**config.mk**
```make
export PLATFORM = sky130hd
export DESIGN_NAME = imm_gen_pipe
export DESIGN_NICKNAME = d
export VERILOG_FILES = /design/src/rtl/imm_pkg.sv /design/src/rtl/imm_fifo2.sv /design/src/rtl/imm_gen_pipe.sv
export SDC_FILE = /design/constraint.sdc
export NUM_CORES = 1
export LEC_CHECK = 0
export ABC_AREA = 1
export BUFFER_PORTS_ARGS = -buffer_cell sky130_fd_sc_hd__buf_2
export CORE_MARGIN = 4
export CORE_UTILIZATION = 31
export CTS_CLUSTER_DIAMETER = 80
export DETAILED_ROUTE_END_ITERATION = 10
export PLACE_DENSITY = 0.61
export SETUP_SLACK_MARGIN = 0.05
export SYNTH_ARGS = -nofsm -noshare
export SYNTH_HDL_FRONTEND = slang
export SYNTH_SLANG_ARGS = --single-unit
```
**constraint.sdc**
```tcl
create_clock -name clk -period 4.85 [get_ports clk]
set_input_delay 0.2425 -clock clk [delete_from_list [all_inputs] [get_ports clk]]
set_output_delay 0.2425 -clock clk [all_outputs]
set_load 0.03 [all_outputs]
```
**src/rtl/imm_pkg.sv**
```systemverilog
// Shared types and the immediate decode function for the decode-stage immediate generator.
package imm_pkg;

  localparam int unsigned INSTR_W   = 25;
  localparam int unsigned SEL_W     = 3;
  localparam int unsigned IMM_MAX_W = 64;

  typedef enum logic [SEL_W-1:0] {
    IMM_I    = 3'd0,
    IMM_S    = 3'd1,
    IMM_B    = 3'd2,
    IMM_U    = 3'd3,
    IMM_J    = 3'd4,
    IMM_Z    = 3'd5,
    IMM_SH   = 3'd6,
    IMM_RSVD = 3'd7
  } imm_sel_e;

  typedef enum logic [1:0] {
    FIFO_EMPTY = 2'd0,
    FIFO_ONE   = 2'd1,
    FIFO_FULL  = 2'd2
  } fifo_cnt_e;

  // Only RV32 and RV64 immediate widths are supported.
  function automatic bit xlen_legal(input int unsigned xlen);
    return (xlen == 32) || (xlen == 64);
  endfunction

  // Builds the immediate at full 64-bit width; callers truncate to their XLEN.
  // instr[k] holds instruction bit k+7, so instruction bit 31 is instr[24].
  function automatic logic [IMM_MAX_W-1:0] build_imm(input logic [INSTR_W-1:0] instr,
                                                     input imm_sel_e          sel,
                                                     input int unsigned       xlen);
    logic                 s;
    logic [IMM_MAX_W-1:0] imm;
    s   = instr[24];
    imm = '0;
    case (sel)
      IMM_I:  imm = {{52{s}}, instr[24:13]};
      IMM_S:  imm = {{52{s}}, instr[24:18], instr[4:0]};
      IMM_B:  imm = {{51{s}}, s, instr[0], instr[23:18], instr[4:1], 1'b0};
      IMM_U:  imm = {{32{s}}, instr[24:5], 12'h000};
      IMM_J:  imm = {{43{s}}, s, instr[12:5], instr[13], instr[23:14], 1'b0};
      IMM_Z:  imm = {59'd0, instr[12:8]};
      IMM_SH: imm = (xlen == 64) ? {58'd0, instr[18:13]} : {59'd0, instr[17:13]};
      default: imm = '0;
    endcase
    return imm;
  endfunction

endpackage

```
**src/rtl/imm_fifo2.sv**
```systemverilog
// Generic 2-entry valid/ready FIFO; ready depends only on registered occupancy.
module imm_fifo2
  import imm_pkg::*;
#(
  parameter int unsigned WIDTH = 8
) (
  input  logic             clk,
  input  logic             rst,
  input  logic             in_valid,
  output logic             in_ready,
  input  logic [WIDTH-1:0] in_data,
  output logic             out_valid,
  input  logic             out_ready,
  output logic [WIDTH-1:0] out_data
);

  fifo_cnt_e        state, state_n;
  logic             wr_ptr, wr_ptr_n;
  logic             rd_ptr, rd_ptr_n;
  logic [WIDTH-1:0] mem [2];
  logic             push, pop;

  // Occupancy, pointers and storage; reset also wipes the payload.
  always_ff @(posedge clk) begin
    if (rst) begin
      state  <= FIFO_EMPTY;
      wr_ptr <= 1'b0;
      rd_ptr <= 1'b0;
      mem[0] <= '0;
      mem[1] <= '0;
    end else begin
      state  <= state_n;
      wr_ptr <= wr_ptr_n;
      rd_ptr <= rd_ptr_n;
      if (push) mem[wr_ptr] <= in_data;
    end
  end

  always_comb begin
    in_ready  = 1'b0;
    out_valid = 1'b0;
    push      = 1'b0;
    pop       = 1'b0;
    state_n   = state;

    in_ready  = !rst && (state != FIFO_FULL);
    out_valid = (state != FIFO_EMPTY);
    push      = in_valid && in_ready;
    pop       = out_valid && out_ready;

    case (state)
      FIFO_EMPTY: if (push) state_n = FIFO_ONE;
      FIFO_ONE: begin
        if (push && !pop)      state_n = FIFO_FULL;
        else if (!push && pop) state_n = FIFO_EMPTY;
      end
      FIFO_FULL:  if (pop) state_n = FIFO_ONE;
      default:    state_n = FIFO_EMPTY;
    endcase

    wr_ptr_n = wr_ptr ^ push;
    rd_ptr_n = rd_ptr ^ pop;
  end

  assign out_data = mem[rd_ptr];

endmodule

```
**src/rtl/imm_gen_pipe.sv**
```systemverilog
// Decode-stage immediate generator: decodes at the push and buffers {imm, err, tag} in a 2-deep FIFO.
module imm_gen_pipe
  import imm_pkg::*;
#(
  parameter int unsigned XLEN  = 32,
  parameter int unsigned TAG_W = 8
) (
  input  logic               clk,
  input  logic               rst,
  input  logic               in_valid,
  output logic               in_ready,
  input  logic [INSTR_W-1:0] in_instr,
  input  logic [SEL_W-1:0]   in_sel,
  input  logic [TAG_W-1:0]   in_tag,
  output logic               out_valid,
  input  logic               out_ready,
  output logic [XLEN-1:0]    out_imm,
  output logic               out_err,
  output logic [TAG_W-1:0]   out_tag
);

  if (!xlen_legal(XLEN)) begin : g_bad_xlen
    $error("imm_gen_pipe: XLEN must be 32 or 64");
  end

  typedef struct packed {
    logic [XLEN-1:0]  imm;
    logic             err;
    logic [TAG_W-1:0] tag;
  } entry_t;

  localparam int unsigned ENTRY_W = $bits(entry_t);

  imm_sel_e sel;
  entry_t   push_entry;
  entry_t   head_entry;

  assign sel = imm_sel_e'(in_sel);

  // Entries are stored fully extended so the output side is pure storage.
  always_comb begin
    push_entry     = '0;
    push_entry.imm = XLEN'(build_imm(in_instr, sel, XLEN));
    push_entry.err = (sel == IMM_RSVD);
    push_entry.tag = in_tag;
  end

  imm_fifo2 #(
    .WIDTH (ENTRY_W)
  ) u_fifo (
    .clk       (clk),
    .rst       (rst),
    .in_valid  (in_valid),
    .in_ready  (in_ready),
    .in_data   (push_entry),
    .out_valid (out_valid),
    .out_ready (out_ready),
    .out_data  (head_entry)
  );

  assign out_imm = head_entry.imm;
  assign out_err = head_entry.err;
  assign out_tag = head_entry.tag;

endmodule

```
Yosys cells after proc, flatten, opt, wreduce, memory -nomap -nowiden
Memory sizes are Yosys's and may differ from the RTL's. A register that Yosys moved wholly into a read port is not among the register bits.
Cells that the tools add are included.
{"block": "classes", "n_eq_ne": 13, "bitwise": 2, "n_reduce_logical": 13, "n_mux": 15}
{"cell": "$pmux 32 s7", "n": 1}
{"cell": "$mux 41", "n": 1}
{"cell": "$reduce_or 41->1", "n": 1}
{"cell": "$eq 3x3->1 const B", "n": 4}
{"cell": "$mux 1", "n": 8}
{"cell": "$mux 2", "n": 4}
{"cell": "$eq 3x2->1 const B", "n": 2}
{"cell": "$pmux 2 s3", "n": 1}
{"cell": "$logic_and 1x1->1", "n": 5}
{"cell": "$ne 2x1->1 const B", "n": 2}
{"cell": "$eq 3x1->1 const B", "n": 1}
{"cell": "$logic_not 1->1", "n": 3}
{"cell": "$logic_not 3->1", "n": 1}
{"cell": "$ne 3x1->1 const B", "n": 1}
{"cell": "$reduce_and 3->1", "n": 1}
{"cell": "$eq 2x1->1 const B", "n": 1}
{"cell": "$eq 2x2->1 const B", "n": 1}
{"cell": "$logic_not 2->1", "n": 1}
{"cell": "$ne 2x2->1 const B", "n": 1}
{"cell": "$reduce_bool 2->1", "n": 1}
{"cell": "$xor 1x1->1", "n": 2}
{"block": "totals", "memories": 1, "word_cells": 47, "ramBits": 82, "ff_bits": 4, "out_inout_bits": 43}
{"name": "u_fifo.mem", "words": 2, "word_bits": 41, "read_ports": 1, "rd_clocked_by_memory_dff": 1, "write_ports": 2, "line": "imm_fifo2.sv:20", "rtl": "logic [WIDTH-1:0] mem [2];"}

Logic depth before layout (Yosys ltp)
{"block": "logic_depth", "ltp_word": 8, "mapped_depth": 10, "depth_no_buf": 10}

By module
Synthesis repeated with hierarchy kept, for this count alone.
{"block": "hier_totals", "hier_cells": 480, "area_unflattened_um2": 4199.0}
{"module": "imm_fifo2", "seq_area_each_um2": 2542.4, "area_per_inst_um2": 3751.1, "cells_each": 380, "instances": 1}
{"module": "imm_gen_pipe", "seq_area_each_um2": 0.0, "area_per_inst_um2": 447.9, "cells_each": 100, "instances": 1}

Worst setup path before layout
Ideal clock, no wire load.
{"block": "synth_timing", "kind": "register -> register", "from": "register u_fifo.state[0]", "to": "memory u_fifo.mem[0][0] (netlist bit), enable pin", "t_arrival_ns": 1.831, "stages_incl_launch_ff": 8, "path_slack_ns": 2.620, "setup_ns": 0.399, "path_cell_list": "dfxtp_1 -> inv_2 -> nand2_1 -> nand3_2 -> nor2_2 -> inv_1 -> buf_2 -> nand2_1"}
{"element": "start: declaration", "line": "imm_fifo2.sv:17", "rtl": "fifo_cnt_e state, state_n;"}
{"element": "start signal: assignment", "line": "imm_fifo2.sv:32", "rtl": "state <= state_n;"}
{"element": "end: declaration", "line": "imm_fifo2.sv:20"}

==> out/results.tsv <==
metric	value	unit
status	completed	
leakagePower	2.65	nW
combPwrFrac	0.175	
holdPathEnd	u_fifo.state[1]	
via_per_inst	4.43	
syn-mean-instance-area	8.51	um2
holdPathStages	2	
slew_viol_final	0	
grt_max_degree	43	
netSwitchingPower	0.000527	W
crit-reg2reg-capture	u_fifo.mem[0][5]	
p_sw_frac	0.280	
antenna_found_initial	0	
cts_tree	done	
p_seq_frac	0.466	
grt_pass1_wl	16.9	mm
post-cts-setup-buffer-count	0	
grt_pass1_vias	3370	
antenna_cells	0	
cts_buffer_depth	2	
syn-num-nets	535	
grt.overflow.total	0	
fin_skew	0.00700	ns
dieArea	0.0155	mm2
finalCritPeriodShare	0.677	
grt_use_total	0.134	
final_common_cell	nand2_1	
clk_latency	0.33	ns
reg2reg_slack	1.57	ns
maxCapViolations	0	
fin_crit	3.28	ns
hpwl	7.18	mm
drive_gt1_frac	0.203	
setup_tns	0	ns
tightest_slew	1.06	ns
rows	42	
finalHoldViolCount	0	
cts_root_buf	clkbuf_16	
post_drt_wl_per_cell	13.7	um
total_power	0.00188	W
postSynthCellCount	494	
cp-end-kind	flip-flop	
power_density	374	mW/mm2
netlist-cell-type-count	21	
rsz0062_at_grt	no	
areaGrowthSynthToFinish	19.9	%
wl	10.3	mm
cp-start-kind	flip-flop	
ir_worst_vdd	0.000177	V
syn_area	0.00420	mm2
synth-edff-count	82	
gp_congestion	0.797	
port_buffers	82	
synth_warnings	0	
drt_first_iter_violations	257	
setup_viol	0	
clkTransAtPathRegs	0.06	ns
layout.nets	608	
firstDrtPassIters	5	
vias	3315	
cp_max_fo	41	
arrival	3.23	ns
hold_buffers	0	
max_freq	305	MHz
crit_type	reg2reg	
start_util	0.317	
cts.sinks	86	
internal_power	0.00136	W
ys_seq_area_frac	0.605	
slew_headroom	0.290	
hold_path.startpoint	rst	
die_w	124	um
ys_seq_elements	86	
ios	83	
reg2reg_from	u_fifo.state[0]	
fillerInstances	1403	
layout_common_cells	nand2_1 (205), buf_2 (82), edfxtp_1 (82)	
p_clk_frac	0.359	
worst-r2r-cell-count	6	
die_h	124	um
core	0.0132	mm2
ant_nets	0	
drcViolationCount	0	
cts_inserted_buffers	9	
cts_resized	0	
cts_htree_levels	3	
cp.required	4.80	ns
synthFlopType	edfxtp_1	
worstHoldPathType	in2reg	
ys_async_sr_fraction	0	
==> worst max path at each step <==
stage,from,endpoint,slack (ns),cells after the start
2_1_floorplan,u_fifo.state[0],u_fifo.mem[0][0],2.62,7
3_3_place_gp,rst,u_fifo.mem[0][31],1.75,6
3_5_place_dp,rst,u_fifo.mem[0][32],1.49,6
4_1_cts,u_fifo.state[0],u_fifo.mem[0][36],1.50,6
5_1_grt,u_fifo.state[0],u_fifo.mem[0][31],1.23,6
6_report,u_fifo.state[0],u_fifo.mem[0][5],1.57,6
==> critical path: stages (launching register included) <==
cell	delay (ns)
dfxtp_1	0.40
inv_2	0.06
nand2_1	0.08
nand3_2	0.13
nor2_2	0.67
inv_1	0.61
nand2_2	0.93
==> power groups by stage <==
stage               combinational (W)  clock, W  sequential, W
floorplan                    0.000229         0       0.000890
global placement             0.000328         0       0.000893
detailed placement           0.000335         0       0.000895
CTS                          0.000337  0.000690       0.000879
global route                 0.000367  0.000715       0.000883
finish                       0.000330  0.000676       0.000878
==> logic make-up after synthesis <==
family / count (synthesis) / synth area share
AND/OR/NAND/NOR: 307 / 0.293
adder cells (fa/ha/maj): 1 / 0.00298
AO/OA/AOI/OAI: 10 / 0.0134
flip-flops: 86 / 0.605
buffers and inverters: 90 / 0.0860
==> synth_stat cells, types with 3 or more instances <==
master / number / area share
nand2_1: 207 / 0.18
edfxtp_1: 82 / 0.59
inv_1: 60 / 0.054
nor2_1: 54 / 0.048
nand3_1: 38 / 0.045
buf_2: 10 / 0.012
clkbuf_1: 9 / 0.0080
inv_2: 7 / 0.0063
a21oi_1: 6 / 0.0071
dfxtp_1: 4 / 0.019
buf_4: 3 / 0.0054
==> flip-flops by register name, summed over array words and instances (netlist names) <==
signal and flops:
u_fifo.rd_ptr 1, u_fifo.mem 82, u_fifo.wr_ptr 1, u_fifo.state 2
==> metrics by stage <==
stage           util  hold slack, ns  worst slack [ns]  std cells  cell area (um2)
2_1_floorplan      -           0.312              2.62        494             4200
3_3_place_gp   0.359           0.442              1.75        732             4750
3_5_place_dp   0.359           0.466              1.49        732             4750
4_1_cts        0.381           0.106              1.50        748             5040
5_1_grt        0.381           0.121              1.23        748             5040
6_report       0.381           0.117              1.57        748             5040
==> cell type report <==
type	count	area, um2	area share
timing repair buffer	84	425	0.0844
multi-input combinational	318	1310	0.259
clock buffer	11	243	0.0482
tap	176	220	0.0437
clock inverter	5	50.0	0.00993
inverter	68	255	0.0506
sequential	86	2540	0.504
==> per-layer routing <==
metal / wire [um] / track usage / vias to the layer above
met5: 0 / 0 / -
met4: 78 / 0.0316 / 0
met3: 598 / 0.0343 / 6
met2: 5110 / 0.229 / 91
met1: 4480 / 0.171 / 1533
li1: - / - / 1685
(Power assumes the default switching activity.)
